### src/rtl/multicycle_ctrl_if.sv
// Control/datapath bundle between multicycle_ctrl and the 32-bit datapath.
// Latency: none. The bundle is wires only.
// Backpressure: mem_ready is the only back-channel, and it stalls the controller.
// Ports: opcode/funct/mem_ready flow from the datapath to the controller.
//        Strobes, mux selects and instret flow from the controller to the datapath.
interface multicycle_ctrl_if #(
    parameter int CNT_W = 32
);
    logic [5:0]       opcode;
    logic [5:0]       funct;
    logic             mem_ready;
    logic             pc_write;
    logic             pc_write_cond;
    logic [1:0]       pc_src;
    logic             iord;
    logic             mem_read;
    logic             mem_write;
    logic             ir_write;
    logic             reg_dst;
    logic             mem_to_reg;
    logic             reg_write;
    logic             alu_src_a;
    logic [1:0]       alu_src_b;
    logic [2:0]       alu_select;
    logic             illegal_op;
    logic [CNT_W-1:0] instret;

    // Controller side
    modport master (
        input  opcode, funct, mem_ready,
        output pc_write, pc_write_cond, pc_src, iord, mem_read, mem_write,
               ir_write, reg_dst, mem_to_reg, reg_write, alu_src_a, alu_src_b,
               alu_select, illegal_op, instret
    );

    // Datapath side
    modport slave (
        output opcode, funct, mem_ready,
        input  pc_write, pc_write_cond, pc_src, iord, mem_read, mem_write,
               ir_write, reg_dst, mem_to_reg, reg_write, alu_src_a, alu_src_b,
               alu_select, illegal_op, instret
    );
endinterface

### src/rtl/multicycle_ctrl.sv
// Multi-cycle control FSM (fetch/decode/exec/mem/wb) for the 32-bit datapath, with a retired-instruction counter.
// Latency: beq/j take 3 cycles, R-type/addi/sw take 4, and lw takes 5. Each stall cycle adds 1.
// Backpressure: FETCH, MEMRD and MEMWR hold until mem_ready. mem_ready is ignored in all other states.
// Ports: clk, rst_n (async active-low), and bus (multicycle_ctrl_if.master).
module multicycle_ctrl #(
    parameter int CNT_W = 32
) (
    input  logic               clk,
    input  logic               rst_n,
    multicycle_ctrl_if.master  bus
);
    localparam logic [3:0] S_FETCH    = 4'd0;
    localparam logic [3:0] S_DECODE   = 4'd1;
    localparam logic [3:0] S_MEMADR   = 4'd2;
    localparam logic [3:0] S_MEMRD    = 4'd3;
    localparam logic [3:0] S_MEMWB    = 4'd4;
    localparam logic [3:0] S_MEMWR    = 4'd5;
    localparam logic [3:0] S_EXEC_R   = 4'd6;
    localparam logic [3:0] S_RTYPE_WB = 4'd7;
    localparam logic [3:0] S_BRANCH   = 4'd8;
    localparam logic [3:0] S_ADDI_EX  = 4'd9;
    localparam logic [3:0] S_ADDI_WB  = 4'd10;
    localparam logic [3:0] S_JUMP     = 4'd11;

    localparam logic [5:0] OP_RTYPE = 6'b000000;
    localparam logic [5:0] OP_LW    = 6'b100011;
    localparam logic [5:0] OP_SW    = 6'b101011;
    localparam logic [5:0] OP_BEQ   = 6'b000100;
    localparam logic [5:0] OP_ADDI  = 6'b001000;
    localparam logic [5:0] OP_J     = 6'b000010;

    localparam logic [5:0] FN_ADD = 6'b100000;
    localparam logic [5:0] FN_SUB = 6'b100010;
    localparam logic [5:0] FN_AND = 6'b100100;
    localparam logic [5:0] FN_OR  = 6'b100101;

    localparam logic [2:0] ALU_AND = 3'b000;
    localparam logic [2:0] ALU_OR  = 3'b001;
    localparam logic [2:0] ALU_ADD = 3'b010;
    localparam logic [2:0] ALU_SUB = 3'b011;

    logic [3:0]       state, state_nxt;
    logic [CNT_W-1:0] instret_q;
    logic             retire;

    logic       pc_write, pc_write_cond, iord, mem_read, mem_write, ir_write;
    logic       reg_dst, mem_to_reg, reg_write, alu_src_a, illegal_op;
    logic [1:0] pc_src, alu_src_b;
    logic [2:0] alu_select;

    always_comb begin
        state_nxt     = state;
        retire        = 1'b0;
        pc_write      = 1'b0;
        pc_write_cond = 1'b0;
        pc_src        = 2'b00;
        iord          = 1'b0;
        mem_read      = 1'b0;
        mem_write     = 1'b0;
        ir_write      = 1'b0;
        reg_dst       = 1'b0;
        mem_to_reg    = 1'b0;
        reg_write     = 1'b0;
        alu_src_a     = 1'b0;
        alu_src_b     = 2'b00;
        alu_select    = ALU_ADD;
        illegal_op    = 1'b0;

        case (state)
            S_FETCH: begin
                mem_read  = 1'b1;
                alu_src_b = 2'b01;                 // PC + 4
                // The IR latch and the PC advance happen only on the cycle
                // memory delivers. This keeps the PC stable through a stall.
                if (bus.mem_ready) begin
                    ir_write  = 1'b1;
                    pc_write  = 1'b1;
                    state_nxt = S_DECODE;
                end
            end
            S_DECODE: begin
                // Speculatively compute the branch target into ALUOut
                alu_src_b = 2'b11;
                case (bus.opcode)
                    OP_LW, OP_SW: state_nxt = S_MEMADR;
                    OP_RTYPE:     state_nxt = S_EXEC_R;
                    OP_BEQ:       state_nxt = S_BRANCH;
                    OP_ADDI:      state_nxt = S_ADDI_EX;
                    OP_J:         state_nxt = S_JUMP;
                    default: begin
                        illegal_op = 1'b1;
                        state_nxt  = S_FETCH;
                    end
                endcase
            end
            S_MEMADR: begin
                alu_src_a = 1'b1;
                alu_src_b = 2'b10;
                // Only lw/sw reach here, so anything other than lw is sw
                state_nxt = (bus.opcode == OP_LW) ? S_MEMRD : S_MEMWR;
            end
            S_MEMRD: begin
                iord     = 1'b1;
                mem_read = 1'b1;
                if (bus.mem_ready) state_nxt = S_MEMWB;
            end
            S_MEMWB: begin
                mem_to_reg = 1'b1;
                reg_write  = 1'b1;
                retire     = 1'b1;
                state_nxt  = S_FETCH;
            end
            S_MEMWR: begin
                iord      = 1'b1;
                mem_write = 1'b1;
                if (bus.mem_ready) begin
                    retire    = 1'b1;
                    state_nxt = S_FETCH;
                end
            end
            S_EXEC_R: begin
                alu_src_a = 1'b1;
                state_nxt = S_RTYPE_WB;
                case (bus.funct)
                    FN_ADD:  alu_select = ALU_ADD;
                    FN_SUB:  alu_select = ALU_SUB;
                    FN_AND:  alu_select = ALU_AND;
                    FN_OR:   alu_select = ALU_OR;
                    default: begin
                        illegal_op = 1'b1;
                        state_nxt  = S_FETCH;
                    end
                endcase
            end
            S_RTYPE_WB: begin
                reg_dst   = 1'b1;
                reg_write = 1'b1;
                retire    = 1'b1;
                state_nxt = S_FETCH;
            end
            S_BRANCH: begin
                // The zero flag qualifies the PC load in the datapath
                alu_src_a     = 1'b1;
                alu_select    = ALU_SUB;
                pc_write_cond = 1'b1;
                pc_src        = 2'b01;
                retire        = 1'b1;
                state_nxt     = S_FETCH;
            end
            S_ADDI_EX: begin
                alu_src_a = 1'b1;
                alu_src_b = 2'b10;
                state_nxt = S_ADDI_WB;
            end
            S_ADDI_WB: begin
                reg_write = 1'b1;
                retire    = 1'b1;
                state_nxt = S_FETCH;
            end
            S_JUMP: begin
                pc_write  = 1'b1;
                pc_src    = 2'b10;
                retire    = 1'b1;
                state_nxt = S_FETCH;
            end
            default: state_nxt = S_FETCH;          // unused encodings recover
        endcase
    end

    always_ff @(posedge clk or negedge rst_n) begin
        if (!rst_n) begin
            state     <= S_FETCH;
            instret_q <= '0;
        end else begin
            state <= state_nxt;
            if (retire) instret_q <= instret_q + CNT_W'(1);   // wraps naturally
        end
    end

    assign bus.pc_write      = pc_write;
    assign bus.pc_write_cond = pc_write_cond;
    assign bus.pc_src        = pc_src;
    assign bus.iord          = iord;
    assign bus.mem_read      = mem_read;
    assign bus.mem_write     = mem_write;
    assign bus.ir_write      = ir_write;
    assign bus.reg_dst       = reg_dst;
    assign bus.mem_to_reg    = mem_to_reg;
    assign bus.reg_write     = reg_write;
    assign bus.alu_src_a     = alu_src_a;
    assign bus.alu_src_b     = alu_src_b;
    assign bus.alu_select    = alu_select;
    assign bus.illegal_op    = illegal_op;
    assign bus.instret       = instret_q;
endmodule

### src/flat_wrapper.sv
// flat-port wrapper written by rule: the top's interface ports become plain ports
module multicycle_ctrl_flat 
#(
    parameter int CNT_W = 32
)
  (clk, rst_n, bus_opcode, bus_funct, bus_mem_ready, bus_pc_write, bus_pc_write_cond, bus_pc_src, bus_iord, bus_mem_read, bus_mem_write, bus_ir_write, bus_reg_dst, bus_mem_to_reg, bus_reg_write, bus_alu_src_a, bus_alu_src_b, bus_alu_select, bus_illegal_op, bus_instret);
  multicycle_ctrl_if #(.CNT_W(CNT_W)) bus_i ();
  input  logic clk;
  input  logic rst_n;
  input wire logic [$bits(bus_i.opcode)-1:0] bus_opcode;
  input wire logic [$bits(bus_i.funct)-1:0] bus_funct;
  input wire logic [$bits(bus_i.mem_ready)-1:0] bus_mem_ready;
  output wire logic [$bits(bus_i.pc_write)-1:0] bus_pc_write;
  output wire logic [$bits(bus_i.pc_write_cond)-1:0] bus_pc_write_cond;
  output wire logic [$bits(bus_i.pc_src)-1:0] bus_pc_src;
  output wire logic [$bits(bus_i.iord)-1:0] bus_iord;
  output wire logic [$bits(bus_i.mem_read)-1:0] bus_mem_read;
  output wire logic [$bits(bus_i.mem_write)-1:0] bus_mem_write;
  output wire logic [$bits(bus_i.ir_write)-1:0] bus_ir_write;
  output wire logic [$bits(bus_i.reg_dst)-1:0] bus_reg_dst;
  output wire logic [$bits(bus_i.mem_to_reg)-1:0] bus_mem_to_reg;
  output wire logic [$bits(bus_i.reg_write)-1:0] bus_reg_write;
  output wire logic [$bits(bus_i.alu_src_a)-1:0] bus_alu_src_a;
  output wire logic [$bits(bus_i.alu_src_b)-1:0] bus_alu_src_b;
  output wire logic [$bits(bus_i.alu_select)-1:0] bus_alu_select;
  output wire logic [$bits(bus_i.illegal_op)-1:0] bus_illegal_op;
  output wire logic [$bits(bus_i.instret)-1:0] bus_instret;
  assign bus_i.opcode = bus_opcode;
  assign bus_i.funct = bus_funct;
  assign bus_i.mem_ready = bus_mem_ready;
  assign bus_pc_write = bus_i.pc_write;
  assign bus_pc_write_cond = bus_i.pc_write_cond;
  assign bus_pc_src = bus_i.pc_src;
  assign bus_iord = bus_i.iord;
  assign bus_mem_read = bus_i.mem_read;
  assign bus_mem_write = bus_i.mem_write;
  assign bus_ir_write = bus_i.ir_write;
  assign bus_reg_dst = bus_i.reg_dst;
  assign bus_mem_to_reg = bus_i.mem_to_reg;
  assign bus_reg_write = bus_i.reg_write;
  assign bus_alu_src_a = bus_i.alu_src_a;
  assign bus_alu_src_b = bus_i.alu_src_b;
  assign bus_alu_select = bus_i.alu_select;
  assign bus_illegal_op = bus_i.illegal_op;
  assign bus_instret = bus_i.instret;
  multicycle_ctrl #(.CNT_W(CNT_W)) u_core (.clk(clk), .rst_n(rst_n), .bus(bus_i));
endmodule
### config.mk
export PLATFORM = sky130hd
export DESIGN_NAME = multicycle_ctrl_flat
export DESIGN_NICKNAME = d
export VERILOG_FILES = /design/src/rtl/multicycle_ctrl_if.sv /design/src/rtl/multicycle_ctrl.sv /design/src/flat_wrapper.sv
export SDC_FILE = /design/constraint.sdc
export NUM_CORES = 1
export LEC_CHECK = 0
export BUFFER_PORTS_ARGS = -buffer_cell sky130_fd_sc_hd__buf_2
export CORE_UTILIZATION = 55
export CTS_CLUSTER_DIAMETER = 150
export DETAILED_ROUTE_END_ITERATION = 7
export GPL_TIMING_DRIVEN = 0
export MAX_ROUTING_LAYER = met4
export PLACE_DENSITY = 0.95
export SLEW_MARGIN = 25
export SYNTH_ARGS = -nofsm -noshare
export SYNTH_HDL_FRONTEND = slang
export SYNTH_SLANG_ARGS = --single-unit
export TNS_END_PERCENT = 100
### constraint.sdc
create_clock -name clk -period 2.6 [get_ports clk]
set_clock_uncertainty 0.2 [all_clocks]
set_input_delay 0.26 -clock clk [delete_from_list [all_inputs] [get_ports clk]]
set_output_delay 0.26 -clock clk [all_outputs]
set_load 0.01 [all_outputs]
After elaboration in Yosys (flattened, before gate mapping):

Cells that the tools add are included.

* add/sub/neg operators: 1
* equality and inequality tests: 23
* mux-type cells: 26
* reduce and logical (&&, ||, !) cells: 12

Operator list (number)
* 6-bit == test (second input constant): 6
* 32-bit by 1-bit adder with 32-bit output (second input constant): 1
* 4-bit one-hot mux with 7 select lines: 1
* 4-bit one-hot mux with 5 select lines: 1
* 4-bit by 3-bit == test with 1-bit output (second input constant): 4
* 4-bit == test (second input constant): 4
* 1-bit two-way mux: 12
* 4-bit two-way mux: 3
* 2-bit one-hot mux with 3 select lines: 2
* 4-bit by 2-bit == test with 1-bit output (second input constant): 2
* 2-bit OR reduction: 4
* 4-bit OR reduction: 2
* 6-bit by 2-bit == test with 1-bit output (second input constant): 1
* 6-bit by 3-bit == test with 1-bit output (second input constant): 1
* 6-bit by 4-bit == test with 1-bit output (second input constant): 1
* 6-bit logical NOT: 1
* 3-bit two-way mux: 2
* 2-bit inequality test (second input constant): 3
* 1-bit one-hot mux with 2 select lines: 3
* 3-bit one-hot mux with 2 select lines: 1
* 6-bit OR reduction: 1
* 5-bit OR reduction: 1
* 4-bit by 1-bit == test with 1-bit output (second input constant): 1
* 4-bit logical NOT: 1
* other kinds (3): 3

* register bits: 36
* input bits: 15

Longest topological paths before layout:

* depth after elaboration: 4
* gate-level depth with buffers: 7
* depth with buffers taken out: 5

Worst setup path before layout:

OpenSTA, ideal clock, no wires.

* path type: reg-to-output
* start point: register u_core.state[2]
* end point: output bus_illegal_op
* arrival: 1.350 ns
* slack: 0.790 ns
* cell stages (with the launch flop): 6
* path buffers: 1
* cell sequence: dfrtp_1 clkbuf_1 inv_1 nor2_1 nand2_1 o21ai_0

* longest elaborated chain between the ends: 2
* elaborated cells on any way between the ends: 3
* classes of those cells: 2 x eq/ne; 1 x mux

Ends and longest elaborated chain
* from (decl): RTL line multicycle_ctrl.sv:42 `logic [3:0] state, state_nxt;`
* from (signal assigned): RTL line multicycle_ctrl.sv:175 `state <= state_nxt;`
* 4-bit by 3-bit == test with 1-bit output / 4-bit by 1-bit == test with 1-bit output (equally long branches): RTL line multicycle_ctrl.sv:69 `case (state)`
* 1-bit one-hot mux with 2 select lines *: RTL line multicycle_ctrl.sv:69
* to (decl): RTL line flat_wrapper.sv:26 `output wire logic [$bits(bus_i.illegal_op)-1:0] bus_illegal_op;`

Every way passes the cells marked *; elsewhere a longest branch is shown, timed or not.

Worst setup path after layout:

Same ends and word-level chain as after synthesis.

==> out/qor.yml <==
grt:
  gr-usage-all-layers_pct: 27.6
  met3_usage_pct: 5.31
  grt_first_pass_wirelength_mm: 8.85
  antenna_found_initial: 0
  grt_most_used_layer: "met2"
  met2_usage_pct: 41.2
  grtUsageMet1_pct: 35.2
  grt_pass1_vias: 1915
  grt_overflow: 0
  grt_max_degree: 37
worst_setup_path:
  path_cells: "clkbuf_1 > inv_1 > nor2_1 > nand2_1 > o21ai_0 > buf_2"
  ff2ff_setup_slack_ns: 0.62
  cp_data_required_time_ns: 2.14
  critPathArrivalTime_ns: 1.91
  crit_type: "reg2out"
  slowest_delay_ns: 0.44
  cp_max_fo: 10
  cp_slowest_cell: "dfrtp_1"
  critPathLaunchType: "register"
  critPathCaptureType: "primary output"
sta:
  fmax_ghz: 0.421
  fin_setup_tns_ns: 0
  relSlewSlack_pct: 48.4
  fin_crit_ns: 2.37
  setup_viol: 0
  rsz0062_at_grt: "no"
  post-route-period-util_pct: 91.3
  drv_slew: 0
  hold_viol_final: 0
  tightest_slew_ns: 0.775
cts:
  cts_setup_buffers: 0
  root_buffer: "clkbuf_8"
  path_clk_slew_ns: 0.07
  h-tree-depth: 2
  cts_tree: "built"
  clk_path_buf_depth: 2
  cts.sinks: 36
  cts_buffers: 5
  clk_latency_ns: 0.30
  cts-resized-gates: 0
  hold_buffers: 1
finish:
  diodes: 0
  drive_gt1_share_pct: 30.4
  areaGrowthSynthToFinish_pct: 21.3
  nets: 327
  design_area_um2: 2790
detailed_routing:
  vias_per_cell: 5.91
  drt_iter0_drc: 153
  num_vias: 2139
  totalWireLength_mm: 5.41
  dr.pass1.iters: 4
  ant_nets: 0
  wire_per_inst_um: 14.9
  remaining_drc_errors: 0
placement:
  place_congestion: 0.899
  placed_area_um2: 2670
  io_buffers: 62
  hpwl_mm: 3.89
logic_synthesis:
  synthCells: 241
  ys_ff_latch: 36
  synth_area_leaders: "dfrtp_1 39%, xor2_1 13%, nor4_2 6.0%"
  synth_largest_area_cell: "dfrtp_1"
  netlist_top_cells_count: "36 x dfrtp_1, 33 x xor2_1, 15 x nor2_1"
  synth_area_um2: 2300
  syn_area_per_cell_um2: 9.54
  ys_warn_count: 0
  synth_top_cell_area_share_pct: 39.2
  synth.most_common_cell: "dfrtp_1"
  synth_cell_types: 44
  ys_seq_area_share_pct: 39.2
  async_reset_ff_share_pct: 100
  synth_nets: 257
  synth_edf_count: 0
  synthFlopType: "dfrtp_1"
floorplan:
  core_um2: 4000
  fp.dieW_um: 66.6
  ios: 65
  rows: 23
  initial_utilization_pct: 57.5
  die_y_um: 66.6
  dieArea_um2: 4440
pwr:
  cellLeakagePower_uw: 0.00135
  p_per_area_nw_per_um2: 625
  peakVddDrop_uv: 533
status:
  status: "finished, final reports clean"
min_path:
  hold_class: "in2reg"
job:
  max_cap_violations: 0
-- kinds of logic after synthesis --
group / synth area share [%]
buffers and inverters: 4.52
adder cells (fa/ha/maj): 0.544
flip-flops: 39.2
AO/OA/AOI/OAI: 8.11
other: 0.163
XOR/XNOR: 13.0
multiplexers: 0.925
AND/OR/NAND/NOR: 33.6
-- cell type report --
| cell class | count | area, um^2 |
|---|---|---|
| inverter | 3 | 11.3 |
| timing repair buffer | 63 | 320 |
| multi-input combinational | 186 | 1290 |
| fill | 306 | 1210 |
| clock buffer | 6 | 72.6 |
| buffer | 16 | 92.6 |
| tap | 50 | 62.6 |
| sequential | 36 | 901 |
| clock inverter | 2 | 35.0 |
-- cells in the final DEF (no fill, tap or decap), types with 2 or more instances in the layout --
cell type	instances
buf_2	64
dfrtp_1	36
xor2_1	33
nor2_1	15
nand2_1	14
nor4_1	14
nand3_1	13
nor3_1	11
nor4_2	11
a21oi_1	7
nand4_1	7
and4_1	7
buf_4	6
nand2b_1	5
nor3b_1	5
o21a_1	5
o21ai_0	5
and3_1	5
clkbuf_8	5
buf_1	4
clkbuf_1	4
inv_1	3
o2111ai_1	3
and2_1	3
nor2b_1	2
or4_1	2
nor4b_2	2
-- path summary, 6_finish.rpt --
check,startpoint,to,cells past startpoint
setup / recovery,u_core.state[2]$_DFFE_PN0P_,bus_illegal_op,6
hold / removal,bus_opcode[5],u_core.state[3]$_DFFE_PN0P_,4
setup reg to reg,u_core.state[2]$_DFFE_PN0P_,u_core.bus.instret[16]$_DFFE_PN0P_,5
hold reg to reg,u_core.bus.instret[31]$_DFFE_PN0P_,u_core.bus.instret[31]$_DFFE_PN0P_,1
max in group asynchronous,rst_n,u_core.state[3]$_DFFE_PN0P_,2
min in group asynchronous,rst_n,u_core.bus.instret[20]$_DFFE_PN0P_,2
-- sequential cells by signal (all words and copies together) (netlist names) --
signal	flops
u_core.bus.instret	32
u_core.state	4
-- report_power, final --
group          total, uW  internal [uW]  switching [uW]
clock                486            284             202
sequential           680            616            64.4
combinational        576            228             349
-- layer usage --
| metal | up-vias | share of wire [%] |
|---|---|---|
| met3 | 12 | 6.7 |
| li1 | 1019 | - |
| met5 | - | 0 |
| met1 | 1020 | 42 |
| met2 | 88 | 49 |
| met4 | 0 | 2.2 |
-- worst max-delay path, delay by kind of cell (launching register included) --
family	cells	cell delay (ns)
AO/OA/AOI/OAI	1	0.16
flip-flops	1	0.44
AND/OR/NAND/NOR	2	0.28
buffers and inverters	3	0.73
-- stage by stage --
| step | hold WS [ns] | power (uW) | setup slack [ns] | util, % | cells |
|---|---|---|---|---|---|
| after floorplan | -0.236 | 1060 | 0.790 | - | 241 |
| after global routing | 0.216 | 1850 | 0.0684 | 69.7 | 362 |
| final | 0.184 | 1740 | 0.227 | 69.7 | 362 |
| after CTS | 0.179 | 1750 | 0.265 | 69.7 | 362 |
| after global placement | 0.183 | 1240 | 0.611 | 66.8 | 353 |
| after detailed placement | 0.181 | 1260 | 0.605 | 66.8 | 353 |
Note: power is estimated with default switching activity, not from simulation.
